[config.mk]
export PLATFORM = sky130hd
export DESIGN_NAME = counter_4b_flat
export DESIGN_NICKNAME = d
export VERILOG_FILES = /design/src/rtl/counter_4b_if.sv /design/src/rtl/counter_4b.sv /design/src/flat_wrapper.sv
export SDC_FILE = /design/constraint.sdc
export NUM_CORES = 1
export LEC_CHECK = 0
export ABC_AREA = 1
export CAP_MARGIN = 25
export CORE_AREA = 3 3 40 42
export CTS_CLUSTER_SIZE = 40
export DETAILED_ROUTE_END_ITERATION = 8
export DIE_AREA = 0 0 43 45
export REMOVE_ABC_BUFFERS = 1
export SYNTH_ARGS = -nofsm -noshare
export SYNTH_HDL_FRONTEND = slang
export SYNTH_SLANG_ARGS = --single-unit
[constraint.sdc]
create_clock -name clk -period 1.45 [get_ports clk]
set_input_delay 0.145 -clock clk [delete_from_list [all_inputs] [get_ports clk]]
set_output_delay 0.145 -clock clk [all_outputs]
set_load 0.05 [all_outputs]
[src/rtl/counter_4b_if.sv]
// Purpose : Bundles the control, load-data and status signals of counter_4b.
//   master : drives enable/mode/D, observes Q/rco/load (stimulus side)
//   slave  : consumes enable/mode/D, drives Q/rco/load (counter side)
// Signals:
//   enable  1      1 = count per mode, 0 = hold
//   mode    2      00 up by 3, 01 down by 1, 10 up by 1, 11 parallel load
//   D       WIDTH  parallel-load value
//   Q       WIDTH  registered count
//   rco     1      registered wrap pulse
//   load    1      registered load-acknowledge pulse
interface counter_4b_if #(
   parameter int unsigned WIDTH = 4
);
   logic             enable;
   logic [1:0]       mode;
   logic [WIDTH-1:0] D;
   logic [WIDTH-1:0] Q;
   logic             rco;
   logic             load;

   modport master (
      output enable, mode, D,
      input  Q, rco, load
   );

   modport slave (
      input  enable, mode, D,
      output Q, rco, load
   );
endinterface

[src/rtl/counter_4b.sv]
// Purpose : WIDTH-bit up/down counter with four modes (up 3, down 1, up 1,
//           parallel load), a registered wrap flag and a load acknowledge.
// Ports:
//   clk    in   1   rising-edge clock
//   reset  in   1   asynchronous active-low reset (clears Q, rco, load)
//   bus    slave modport of counter_4b_if (enable, mode, D in; Q, rco, load out)
module counter_4b #(
   parameter int unsigned WIDTH = 4
) (
   input  logic         clk,
   input  logic         reset,
   counter_4b_if.slave  bus
);

   typedef enum logic [1:0] {
      MODE_UP3  = 2'b00,
      MODE_DN1  = 2'b01,
      MODE_UP1  = 2'b10,
      MODE_LOAD = 2'b11
   } mode_t;

   logic [WIDTH-1:0] r_q;
   logic             r_rco;
   logic             r_load;

   logic [WIDTH:0]   w_up3;
   logic [WIDTH:0]   w_up1;
   logic [WIDTH:0]   w_dn1;
   logic [WIDTH-1:0] w_q_nxt;
   logic             w_rco_nxt;
   logic             w_load_nxt;
   mode_t            w_mode;

   // One extra bit on each result exposes the wrap as a carry/borrow.
   assign w_up3  = {1'b0, r_q} + (WIDTH+1)'(3);
   assign w_up1  = {1'b0, r_q} + (WIDTH+1)'(1);
   assign w_dn1  = {1'b0, r_q} - (WIDTH+1)'(1);
   assign w_mode = mode_t'(bus.mode);

   always_comb begin
      w_q_nxt    = r_q;
      w_rco_nxt  = 1'b0;
      w_load_nxt = 1'b0;
      if (bus.enable) begin
         unique case (w_mode)
            MODE_UP3: begin
               w_q_nxt   = w_up3[WIDTH-1:0];
               w_rco_nxt = w_up3[WIDTH];
            end
            MODE_DN1: begin
               w_q_nxt   = w_dn1[WIDTH-1:0];
               w_rco_nxt = w_dn1[WIDTH];
            end
            MODE_UP1: begin
               w_q_nxt   = w_up1[WIDTH-1:0];
               w_rco_nxt = w_up1[WIDTH];
            end
            MODE_LOAD: begin
               w_q_nxt    = bus.D;
               w_load_nxt = 1'b1;
            end
            default: begin
               w_q_nxt = r_q;
            end
         endcase
      end
   end

   always_ff @(posedge clk or negedge reset) begin
      if (!reset) begin
         r_q    <= '0;
         r_rco  <= 1'b0;
         r_load <= 1'b0;
      end else begin
         r_q    <= w_q_nxt;
         r_rco  <= w_rco_nxt;
         r_load <= w_load_nxt;
      end
   end

   assign bus.Q    = r_q;
   assign bus.rco  = r_rco;
   assign bus.load = r_load;

endmodule

[src/flat_wrapper.sv]
// flat-port wrapper written by rule: the top's interface ports become plain ports
module counter_4b_flat 
#(
   parameter int unsigned WIDTH = 4
)
  (clk, reset, bus_enable, bus_mode, bus_D, bus_Q, bus_rco, bus_load);
  counter_4b_if #(.WIDTH(WIDTH)) bus_i ();
  input  logic clk;
  input  logic reset;
  input wire logic [$bits(bus_i.enable)-1:0] bus_enable;
  input wire logic [$bits(bus_i.mode)-1:0] bus_mode;
  input wire logic [$bits(bus_i.D)-1:0] bus_D;
  output wire logic [$bits(bus_i.Q)-1:0] bus_Q;
  output wire logic [$bits(bus_i.rco)-1:0] bus_rco;
  output wire logic [$bits(bus_i.load)-1:0] bus_load;
  assign bus_i.enable = bus_enable;
  assign bus_i.mode = bus_mode;
  assign bus_i.D = bus_D;
  assign bus_Q = bus_i.Q;
  assign bus_rco = bus_i.rco;
  assign bus_load = bus_i.load;
  counter_4b #(.WIDTH(WIDTH)) u_core (.clk(clk), .reset(reset), .bus(bus_i));
endmodule
==> impl_results.md <==
- WP data arrival: 1.42 ns
- Ys Warns: 0
- GP Congestion: 0.7992
- CP startpoint kind: register
- 1st-iter DRT viols: 1
- Final period util: 89.22%
- Largest vdd supply drop: 0.7848 mV
- Critical path buffers and inverters: 1
- Post-Synth Adder-Cell Area: 5.181%
- Cell Rows: 13
- CTS buffer count: 3
- Pre-antenna DRT Iters: 2
- Post-detail-place hpwl: 894.4 µm
- LEAKAGE: 0.3437 nW
- Max-Cap Viols: 0
- Crit-path cells: inv_2 > ha_1 > xor2_1 > nand2_1 > nand2_1 > o21bai_1 > nand2_1
- CP required: 1.58 ns
- Share of cells above drive strength 1: 27.91%
- Seq/Total Area, Yosys: 31.09%
- Peak Freq: 773.0 MHz
- CP startpoint: u_core.bus.Q[0]
- Top delay family on crit path: flip-flops
- Main combinational cell family by area after synthesis: simple AND/OR/NAND/NOR gates
- Number of global-route vias before repair: 448
- Initial cell density of the core: 37.59%
- Drt via density: 4.941
- Critical path's slowest cell: dfrtp_1
- Hold-fix buffers, CTS: 0
- ANT nets after route: 0
- R2r startpoint: u_core.bus.Q[0]
- DP Area: 683.2 µm²
- Antenna fix cells: 0
- CTS tree: done
- PostCTS Resize Cnt: 0
- Reg2reg setup slack: 0.16 ns
- DRC errors left: 0
- Count leader, synth: nand2_1
- Mean Syn Cell Area: 7.102 µm²
- Core Box Area: 1285 µm²
- CP Max Fanout: 6
- Ys flop type: dfrtp_1
- Die area: 1935 µm²
- # setup viols final: 0
- Final design utilization: 54.92%
- Clock root buffer: clkbuf_4
- R2R depth: 7
- Post-Synth XOR/XNOR Area: 1.813%
- GR Overflow Total: 0
- Clk Latency, worst-skew pair: 0.24 ns
- Port bufs: 14
- Total Routed Length: 1094 µm
- Nets: 99
- Minimum clock period: 1.294 ns
- Die height: 45 µm
- Async S/R FF share, synth: 100.0%
- Worst min path class: primary input to async pin
- Mux cell area share after synthesis: 0%
- Simple-Gate Fraction of Synth Area: 43.52%
- Synth area leader: dfrtp_1
- GRT Max-Usage Layer: met2
- Critical path depth in cells: 7
- Met2 track demand over resource: 21.26%
- CTS Sinks: 6
- Fillcell total: 123
- Most Frequent Cell on Critical Path: nand2_1
- Largest net degree at the start of global routing: 13
- Final instance area: 705.7 µm²
- Crit end category: register
- Yosys reg bits: 6
- PD cells: 1155 nW/µm²
- Final worst slack: 0.1563 ns
- Clock tree buffer depth: 2
- I/O pins: 15
- Clk slew on worst S/H paths: 0.05 ns
- GRT met1 Usage: 16.71%
- Mapped cell area: 483.0 µm²
- Worst r2r dst: u_core.bus.Q[2]
- CP Class: register to register
- Compound-cell area share of the yosys netlist: 8.031%
- Synth cell count leaders: nand2_1, nand3_1, nor2_1
- Worst-margin pin slew: 0.5315 ns
- Grt met3 use: 7.171%
- Vias: 499
- Critical Path End: u_core.bus.Q[2]
- GRT Total Usage: 13.66%
- Critical Path Max Stage Delay: 0.38 ns
- Average wire per standard cell: 10.83 µm
- Max-slew violations: 0
- Post-CTS setup buffers: 0
- EDFF count, synth: 0
- DIE WIDTH: 43 µm
- Status: completed
- Final TNS setup: 0 ns
- Cells after synthesis: 68
- Slew HR: 64.56%
- Top cell type's share of synthesized area: 31.09%
- Final hold vios: 0
- P&R area growth vs syn: 46.11%
- Post-Place Worst Slack: 0.07312 ns
- CTS H-tree depth: 1
- Synth area leaders: dfrtp_1, nand2_1, nand3_1
- Setup Skew: 0.0006174 ns
- Yosys cell types: 21
- RSZ-0062 raised after global routing: false
- Number of antenna violations at the first check in global routing: 0
- Global-route wire length before repair: 1918 µm
[cells by family (layout without fill, tap and decap cells)]
| family | after synthesis | count (layout) |
|---|---|---|
| adder cells (fa/ha/maj) | 2 | 2 |
| buffers and inverters | 11 | 29 |
| flip-flops | 6 | 6 |
| AND/OR/NAND/NOR | 42 | 42 |
| AO/OA/AOI/OAI | 6 | 6 |
| XOR/XNOR | 1 | 1 |
[through the flow]
| stage | hold slack [ns] | instances | total power [mW] |
|---|---|---|---|
| floorplan | -0.1506 | 66 | 0.4710 |
| global placement | 0.3982 | 98 | 0.6610 |
| detailed placement | 0.4006 | 98 | 0.6646 |
| CTS | 0.1388 | 101 | 0.8236 |
| global route | 0.1398 | 101 | 0.8782 |
| finish | 0.1367 | 101 | 0.8153 |
[registers in the layout, summed over array words and instances (netlist names)]
name             flops
u_core.bus.rco       1
u_core.bus.load      1
u_core.bus.Q         4
[placed cells by master (no fill, tap or decap)]
master,n
inv_1,3
nor2_4,1
nor2_2,2
nand3_2,1
nor3_2,1
nand2_1,17
o21ai_1,1
nor3b_2,1
clkbuf_4,3
o221ai_1,1
ha_1,2
nand3_1,9
inv_2,6
a21oi_1,2
o21bai_1,1
buf_12,4
xor2_1,1
dfrtp_1,6
o211ai_1,1
nor2_1,7
clkdlybuf4s50_1,8
nand4_1,3
buf_4,5
[worst min-delay path by stage]
stage	from	to	slack (ns)
CTS	reset	u_core.bus.Q[3]	0.14
finish	reset	u_core.bus.Q[3]	0.14
floorplan	reset	u_core.bus.Q[0]	-0.15
detailed placement	reset	u_core.bus.load	0.40
global placement	reset	u_core.bus.load	0.40
global route	reset	u_core.bus.Q[3]	0.14
[area by class of cell]
cell class | count | area (µm²) | area share, %
timing repair buffer | 17 | 197.7 | 28.01
clock buffer | 3 | 22.52 | 3.191
multi-input combinational | 51 | 282.8 | 40.07
tap | 15 | 18.77 | 2.660
sequential | 6 | 150.1 | 21.28
inverter | 9 | 33.78 | 4.787
[power by group]
group	switching [mW]	internal, mW
Combinational	0.231	0.189
Clock	0.0620	0.0937
Sequential	0.0480	0.191
[worst register-to-register path: stages (launching register included)]
cell	delay, ns
dfrtp_1	0.38
inv_2	0.10
ha_1	0.23
xor2_1	0.20
nand2_1	0.07
nand2_1	0.05
o21bai_1	0.10
nand2_1	0.06
[per-layer routing]
metal	routed length (µm)	up-vias
met4	0	0
met5	0	-
met3	72	0
li1	-	260
met2	535	12
met1	486	227
(Power assumes the default switching activity.)
